**config.mk**
```make
export PLATFORM = sky130hd
export DESIGN_NAME = spi_register_responder_flat
export DESIGN_NICKNAME = d
export VERILOG_FILES = /design/src/rtl/spi_register_responder_if.sv /design/src/rtl/spi_register_responder.sv /design/src/flat_wrapper.sv
export SDC_FILE = /design/constraint.sdc
export NUM_CORES = 1
export LEC_CHECK = 0
export BUFFER_PORTS_ARGS = -buffer_cell sky130_fd_sc_hd__clkbuf_2
export CORE_MARGIN = 2
export CORE_UTILIZATION = 50
export DETAILED_ROUTE_END_ITERATION = 8
export GPL_TIMING_DRIVEN = 0
export PLACE_DENSITY = 0.79
export SLEW_MARGIN = 20
export SYNTH_ARGS = -nofsm -noshare
export SYNTH_HDL_FRONTEND = slang
export SYNTH_SLANG_ARGS = --single-unit
```
**constraint.sdc**
```tcl
create_clock -name clk_clk -period 3.25 [get_ports clk_clk]
set_clock_uncertainty 0.05 [all_clocks]
set_input_delay 0.65 -clock clk_clk [delete_from_list [all_inputs] [get_ports clk_clk]]
set_output_delay 0.65 -clock clk_clk [all_outputs]
set_load 0.1 [all_outputs]
```
**src/rtl/spi_register_responder_if.sv**
```systemverilog
// SPI bus bundle for spi_register_responder.
// The master modport drives clock, data and select; the slave returns MISO.
interface spi_register_responder_if;
    logic spi_SCLK;
    logic spi_MOSI;
    logic spi_SS_n;
    logic spi_MISO;

    modport master (
        output spi_SCLK,
        output spi_MOSI,
        output spi_SS_n,
        input  spi_MISO
    );

    modport slave (
        input  spi_SCLK,
        input  spi_MOSI,
        input  spi_SS_n,
        output spi_MISO
    );
endinterface

```
**src/rtl/spi_register_responder.sv**
```systemverilog
// SPI mode-0 slave exposing a 2^ADDR_W x 8 register file (MAX3421E-style
// framing: command byte [7:3]=addr, [1]=write, then auto-incrementing data
// bytes). A local port gives direct access to the same registers.
// Optional feature macro: SPI_RESP_IRQ_EN (register 25 becomes a
// write-1-to-clear / local-set interrupt register masked by register 26).
module spi_register_responder #(
    parameter int SYNC_STAGES = 2,
    parameter int ADDR_W      = 5
) (
    input  logic              clk_clk,
    input  logic              reset_reset_n,
    spi_register_responder_if.slave spi,
    input  logic [7:0]        status,
    input  logic [ADDR_W-1:0] loc_addr,
    output logic [7:0]        loc_rdata,
    input  logic              loc_we,
    input  logic [7:0]        loc_wdata,
    output logic              wr_strobe,
    output logic [ADDR_W-1:0] wr_addr,
    output logic [7:0]        wr_data,
    output logic              busy,
    output logic              irq
);
    localparam int DEPTH = 2 ** ADDR_W;
    localparam logic [ADDR_W-1:0] HIRQ_ADDR = ADDR_W'(5'd25);
    localparam logic [ADDR_W-1:0] HIEN_ADDR = ADDR_W'(5'd26);

    typedef enum logic [1:0] {
        ST_IDLE = 2'd0,
        ST_CMD  = 2'd1,
        ST_DATA = 2'd2
    } state_t;

    logic [SYNC_STAGES-1:0] sclk_sync_r;
    logic [SYNC_STAGES-1:0] mosi_sync_r;
    logic [SYNC_STAGES-1:0] ss_sync_r;
    logic                   sclk_prev_r;
    logic                   ss_prev_r;
    logic                   ss_seen_high_r;
    logic                   busy_r;

    state_t                 state_r;
    logic [2:0]             bit_cnt_r;
    logic [6:0]             shift_in_r;
    logic [7:0]             shift_out_r;
    logic [ADDR_W-1:0]      addr_r;
    logic                   dir_r;
    logic                   miso_r;
    logic                   wr_strobe_r;
    logic [ADDR_W-1:0]      wr_addr_r;
    logic [7:0]             wr_data_r;

    logic [7:0]             regs_r [DEPTH];

    logic                   sclk_s, mosi_s, ss_s;
    logic                   sclk_rise_s, sclk_fall_s, ss_fall_s, ss_rise_s;
    logic [7:0]             byte_in_s;
    logic                   commit_s;
    logic [ADDR_W-1:0]      cmd_addr_s;
    logic [ADDR_W-1:0]      next_addr_s;
    logic [7:0]             preload_s;
    logic [7:0]             spi_wval_s;
    logic [7:0]             loc_wval_s;

    // Synchronize the SPI pins and keep last-cycle copies for edge detection.
    // The SS_n chain resets low so a select already held low at reset release
    // never looks like a falling edge; a fresh high-then-low is required.
    always_ff @(posedge clk_clk or negedge reset_reset_n) begin
        if (!reset_reset_n) begin
            sclk_sync_r    <= '0;
            mosi_sync_r    <= '0;
            ss_sync_r      <= '0;
            sclk_prev_r    <= 1'b0;
            ss_prev_r      <= 1'b0;
            ss_seen_high_r <= 1'b0;
            busy_r         <= 1'b0;
        end else begin
            sclk_sync_r    <= {sclk_sync_r[SYNC_STAGES-2:0], spi.spi_SCLK};
            mosi_sync_r    <= {mosi_sync_r[SYNC_STAGES-2:0], spi.spi_MOSI};
            ss_sync_r      <= {ss_sync_r[SYNC_STAGES-2:0], spi.spi_SS_n};
            sclk_prev_r    <= sclk_s;
            ss_prev_r      <= ss_s;
            ss_seen_high_r <= ss_seen_high_r | ss_s;
            busy_r         <= ss_seen_high_r & ~ss_s;
        end
    end

    assign sclk_s      = sclk_sync_r[SYNC_STAGES-1];
    assign mosi_s      = mosi_sync_r[SYNC_STAGES-1];
    assign ss_s        = ss_sync_r[SYNC_STAGES-1];
    assign sclk_rise_s = sclk_s & ~sclk_prev_r;
    assign sclk_fall_s = ~sclk_s & sclk_prev_r;
    assign ss_fall_s   = ss_prev_r & ~ss_s;
    assign ss_rise_s   = ss_s & ~ss_prev_r;
    assign byte_in_s   = {shift_in_r, mosi_s};
    assign cmd_addr_s  = ADDR_W'(byte_in_s[7:3]);
    assign next_addr_s = addr_r + ADDR_W'(1'b1);
    assign commit_s    = (state_r == ST_DATA) && dir_r && sclk_rise_s &&
                         (bit_cnt_r == 3'd7) && !ss_rise_s;

    // Next byte to shift out: register contents for reads, zero for writes.
    always_comb begin
        preload_s = 8'h00;
        case (state_r)
            ST_CMD: begin
                if (byte_in_s[1]) preload_s = 8'h00;
                else              preload_s = regs_r[cmd_addr_s];
            end
            ST_DATA: begin
                if (dir_r) preload_s = 8'h00;
                else       preload_s = regs_r[next_addr_s];
            end
            default: preload_s = 8'h00;
        endcase
    end

    // Values stored by SPI and local writes (register 25 has special merge rules when IRQ is enabled).
    always_comb begin
        spi_wval_s = byte_in_s;
        loc_wval_s = loc_wdata;
`ifdef SPI_RESP_IRQ_EN
        if (addr_r == HIRQ_ADDR) spi_wval_s = regs_r[HIRQ_ADDR] & ~byte_in_s;
        else                     spi_wval_s = byte_in_s;
        if (loc_addr == HIRQ_ADDR) loc_wval_s = regs_r[HIRQ_ADDR] | loc_wdata;
        else                       loc_wval_s = loc_wdata;
`else
        spi_wval_s = byte_in_s;
        loc_wval_s = loc_wdata;
`endif
    end

    // Transfer FSM: command/data framing, bit counting, MISO shifting, write strobe.
    always_ff @(posedge clk_clk or negedge reset_reset_n) begin
        if (!reset_reset_n) begin
            state_r     <= ST_IDLE;
            bit_cnt_r   <= 3'd0;
            shift_in_r  <= 7'd0;
            shift_out_r <= 8'h00;
            addr_r      <= '0;
            dir_r       <= 1'b0;
            miso_r      <= 1'b0;
            wr_strobe_r <= 1'b0;
            wr_addr_r   <= '0;
            wr_data_r   <= 8'h00;
        end else begin
            wr_strobe_r <= 1'b0;
            if (ss_rise_s) begin
                // Deselect aborts anything in flight; a partial byte is dropped.
                state_r   <= ST_IDLE;
                bit_cnt_r <= 3'd0;
                miso_r    <= 1'b0;
            end else begin
                case (state_r)
                    ST_IDLE: begin
                        if (ss_fall_s) begin
                            state_r     <= ST_CMD;
                            bit_cnt_r   <= 3'd0;
                            shift_out_r <= status;
                            miso_r      <= status[7];
                        end
                    end
                    ST_CMD, ST_DATA: begin
                        if (sclk_rise_s) begin
                            shift_in_r <= byte_in_s[6:0];
                            bit_cnt_r  <= bit_cnt_r + 3'd1;
                            if (bit_cnt_r == 3'd7) begin
                                shift_out_r <= preload_s;
                                if (state_r == ST_CMD) begin
                                    addr_r  <= cmd_addr_s;
                                    dir_r   <= byte_in_s[1];
                                    state_r <= ST_DATA;
                                end else begin
                                    addr_r <= next_addr_s;
                                    if (dir_r) begin
                                        wr_strobe_r <= 1'b1;
                                        wr_addr_r   <= addr_r;
                                        wr_data_r   <= byte_in_s;
                                    end
                                end
                            end
                        end else if (sclk_fall_s) begin
                            // After a byte boundary the freshly preloaded MSB is
                            // presented as-is; otherwise advance one bit.
                            if (bit_cnt_r == 3'd0) begin
                                miso_r <= shift_out_r[7];
                            end else begin
                                miso_r      <= shift_out_r[6];
                                shift_out_r <= {shift_out_r[6:0], 1'b0};
                            end
                        end
                    end
                    default: begin
                        state_r <= ST_IDLE;
                        miso_r  <= 1'b0;
                    end
                endcase
            end
        end
    end

    // Register file: SPI commit takes priority over a local write to the same address.
    always_ff @(posedge clk_clk or negedge reset_reset_n) begin
        if (!reset_reset_n) begin
            for (int i = 0; i < DEPTH; i++) begin
                regs_r[i] <= 8'h00;
            end
        end else begin
            if (commit_s) begin
                regs_r[addr_r] <= spi_wval_s;
            end
            if (loc_we && !(commit_s && (loc_addr == addr_r))) begin
                regs_r[loc_addr] <= loc_wval_s;
            end
        end
    end

`ifdef SPI_RESP_IRQ_EN
    logic irq_r;

    // Interrupt: any pending HIRQ bit that is also enabled in register 26.
    always_ff @(posedge clk_clk or negedge reset_reset_n) begin
        if (!reset_reset_n) begin
            irq_r <= 1'b0;
        end else begin
            irq_r <= |(regs_r[HIRQ_ADDR] & regs_r[HIEN_ADDR]);
        end
    end

    assign irq = irq_r;
`else
    logic [7:0] hien_unused_s;
    assign hien_unused_s = regs_r[HIEN_ADDR] & regs_r[HIRQ_ADDR] & 8'h00;
    assign irq = |hien_unused_s;
`endif

    assign spi.spi_MISO = miso_r;
    assign loc_rdata    = regs_r[loc_addr];
    assign wr_strobe    = wr_strobe_r;
    assign wr_addr      = wr_addr_r;
    assign wr_data      = wr_data_r;
    assign busy         = busy_r;
endmodule
```
**src/flat_wrapper.sv**
```systemverilog
// flat-port wrapper written by rule: the top's interface ports become plain ports
module spi_register_responder_flat 
#(
    parameter int SYNC_STAGES = 2,
    parameter int ADDR_W      = 5
)
  (clk_clk, reset_reset_n, status, loc_addr, loc_rdata, loc_we, loc_wdata, wr_strobe, wr_addr, wr_data, busy, irq, spi_spi_SCLK, spi_spi_MOSI, spi_spi_SS_n, spi_spi_MISO);
  spi_register_responder_if spi_i ();
  input  logic clk_clk;
  input  logic reset_reset_n;
  input  logic [7:0] status;
  input  logic [ADDR_W-1:0] loc_addr;
  output logic [7:0] loc_rdata;
  input  logic loc_we;
  input  logic [7:0] loc_wdata;
  output logic wr_strobe;
  output logic [ADDR_W-1:0] wr_addr;
  output logic [7:0] wr_data;
  output logic busy;
  output logic irq;
  input wire logic [$bits(spi_i.spi_SCLK)-1:0] spi_spi_SCLK;
  input wire logic [$bits(spi_i.spi_MOSI)-1:0] spi_spi_MOSI;
  input wire logic [$bits(spi_i.spi_SS_n)-1:0] spi_spi_SS_n;
  output wire logic [$bits(spi_i.spi_MISO)-1:0] spi_spi_MISO;
  assign spi_i.spi_SCLK = spi_spi_SCLK;
  assign spi_i.spi_MOSI = spi_spi_MOSI;
  assign spi_i.spi_SS_n = spi_spi_SS_n;
  assign spi_spi_MISO = spi_i.spi_MISO;
  spi_register_responder #(.SYNC_STAGES(SYNC_STAGES), .ADDR_W(ADDR_W)) u_core (.clk_clk(clk_clk), .reset_reset_n(reset_reset_n), .spi(spi_i), .status(status), .loc_addr(loc_addr), .loc_rdata(loc_rdata), .loc_we(loc_we), .loc_wdata(loc_wdata), .wr_strobe(wr_strobe), .wr_addr(wr_addr), .wr_data(wr_data), .busy(busy), .irq(irq));
endmodule
```
==> metrics.yaml <==
outcome: "finished, violations left"
violations: "negative setup slack"
yosysSeqAreaShare_pct: 36.7
synth-seq-cells: 307
cts_htree_levels: 2
power_w: 0.0162
vias: 18800
ys_types: 54
dieHeight_um: 209
hold_viol_final: 0
worst-slew-pin-transition_ps: 1270
synthesis.area_um2: 20900
place_area_um2: 22000
drtAntennaViolNets: 0
startpoint_type: "register"
fin_area_um2: 24200
wl_um: 90300
crit_required_ps: 3660
wl_per_cell_um: 34.5
dp_hpwl_um: 65300
antenna_found_initial: 3
fp.dieW_um: 209
cp_max_fo: 10
rsz0062_at_grt: "true"
viasPerCell: 7.17
worst_slack_ps: -104
max_cap_viol_count: 0
worst_setup_path_end_kind: "register"
clockBufferDepth: 3
crit_arrival_ps: 3770
r2r_start: "u_core.addr_r[0]"
dieArea_um2: 43500
syn_nets: 1979
slew_viol_final: 0
hold_class: "primary input to asynchronous set/reset pin"
reg2regPathDepth: 13
max-slew-margin-rel_pct: 15.3
powerDensity_nw_per_um2: 671
cts-buffers-inserted: 37
io_buffers: 46
ff_latch_area_um2: 7680
vdd_drop_max_mv: 0.549
syn_to_final_growth_pct: 15.5
ys_async_sr_fraction_pct: 100
drive_above_1_share_pct: 25.5
firstDrtPassIters: 6
start_util_pct: 51.0
synthFlopType: "dfrtp_1"
grt_pass1_vias: 18100
pre_cts_slack_ps: -1450
finalWeightedCongestion: 1.09
fmax_mhz: 298
leakagePower_nw: 9.66
drc: 0
period_share_pct: 103
gr-total-overflow: 0
finalSetupTns_ps: -359
pin_count: 52
core-area_um2: 41000
ctsHoldBuffers: 0
synth.avg_cell_area_um2: 10.8
multiInputGateArea_um2: 12500
finalSetupViolCount: 9
rows: 74
finalNetCount: 2095
min_period_ps: 3350
cts-root-buf: "clkbuf_16"
clk_latency_ps: 570
cts_sinks: 307
grt_pass1_wl_um: 129000
fillers: 3456
drt_iter0_drc: 2909
r2r_end: "u_core.shift_out_r[4]"
synth_edf_count: 0
netlist_instances: 1940
grt_usage_pct: 41.8
cts.clk_slew.worst_paths_ps: 60
rrSetupSlack_ps: -100
yosys_warnings: 0
grt_start_max_net_pins: 87
crit_type: "register to register"
tritoncts: "done"
fin_util_pct: 58.9
[critical path, stage by stage, from the launching register on]
cell	delay, ps
dfrtp_2	430
buf_12	170
buf_12	160
buf_12	130
clkinvlp_4	140
ha_4	270
buf_12	160
buf_16	150
buf_16	150
mux4_2	390
nand2_1	70
a31oi_1	500
a22oi_2	130
a221oi_1	320
[per-layer routing]
metal / vias up / GRT usage, % / routed length [um]
li1: 7473 / - / -
met5: - / 0 / 13
met1: 9239 / 53.1 / 32000
met3: 413 / 16.3 / 13100
met2: 1633 / 60.2 / 38200
met4: 2 / 25.5 / 6940
[cells in the final DEF, fill, tap and decap left out, drive strengths merged, types with 7 or more instances in the layout]
| cell type | count |
|---|---|
| buf | 116 |
| a31oi | 15 |
| nand3 | 24 |
| dfrtp | 307 |
| clkbuf | 193 |
| nand4 | 9 |
| nor3 | 7 |
| nor2 | 294 |
| nand3b | 20 |
| inv | 13 |
| nor2b | 10 |
| xor2 | 8 |
| mux2 | 22 |
| mux4 | 180 |
| bufinv | 7 |
| ha | 12 |
| mux2i | 302 |
| nand2 | 104 |
| clkinv | 9 |
| o22ai | 7 |
| a221oi | 22 |
| and3 | 13 |
| a22oi | 44 |
| a21oi | 269 |
| nand2b | 7 |
| o21ai | 22 |
[how the worst max path moves through the flow]
stage | from | end | slack, ps
final | u_core.addr_r[0] | u_core.shift_out_r[4] | -100
after global routing | u_core.addr_r[0] | u_core.shift_out_r[4] | -40
after CTS | u_core.bit_cnt_r[0] | u_core.regs_r[95] | -150
after detailed placement | u_core.addr_r[0] | u_core.shift_out_r[5] | -1450
after global placement | reset_reset_n | u_core.regs_r[67] | -5110
after floorplan | loc_addr[0] | loc_rdata[0] | 3
[through the flow]
| step | hold slack [ps] | std cells |
|---|---|---|
| 6_report | 82.4 | 2618 |
| 4_1_cts | 111 | 2602 |
| 3_3_place_gp | 294 | 2518 |
| 5_1_grt | 149 | 2617 |
| 2_1_floorplan | 281 | 1940 |
| 3_5_place_dp | 286 | 2521 |
[sequential cells by signal (all words and copies together) (netlist names), 3 cells and up]
name	count
u_core.regs_r	256
u_core.shift_out_r	8
u_core.wr_data	8
u_core.bit_cnt_r	3
u_core.addr_r	5
u_core.shift_in_r	7
u_core.wr_addr	5
[cells in the mapped netlist, types with 20 or more instances]
cell / count / share of area (%)
dfrtp_1: 307 / 37
mux4_2: 180 / 19
buf_2: 57 / 1.4
mux2_2: 22 / 1.2
nand3_1: 20 / 0.48
nand2_1: 88 / 1.6
a221oi_1: 22 / 0.92
clkbuf_1: 99 / 1.8
mux2i_1: 302 / 14
nor2_1: 277 / 5.0
a21oi_1: 269 / 6.4
a22oi_1: 44 / 1.6
o21ai_0: 22 / 0.53
[cell families (layout without fill, tap and decap cells)]
logic type	count (synthesis)	count (layout)	synth area share [%]
adder cells (fa/ha/maj)	12	12	0.718
AND/OR/NAND/NOR	505	505	11.6
buffers and inverters	196	341	4.25
AO/OA/AOI/OAI	404	404	11.2
XOR/XNOR	11	11	0.461
multiplexers	504	504	35.0
flip-flops	307	307	36.7
other	1	2	0.0179
[what timing repair did]
action                     CTS  global route
buffers inserted            13            17
setup endpoints to repair  238           272
pin swaps                    6            12
resized for setup           81            50
[cell type report]
cell class	count	share of cell area, %
diodes	1	0.0104
plain buffers	182	4.80
clock buffers	49	4.40
clock inverters	19	1.18
inverters	12	0.202
multi-input cells	1437	51.9
flip-flops and latches	307	31.8
well taps	532	2.76
repair buffers	79	2.96
[report_power, final]
| part | total (W) | switching (W) | leakage, nW | internal (W) |
|---|---|---|---|---|
| sequential | 0.00541 | 0.000887 | 3.26 | 0.00453 |
| clock | 0.00466 | 0.00179 | 0.666 | 0.00287 |
| combinational | 0.00612 | 0.00377 | 5.73 | 0.00236 |
| total | 0.0162 | 0.00644 | 9.66 | 0.00976 |
No activity file was read; power rests on OpenSTA's default activity.
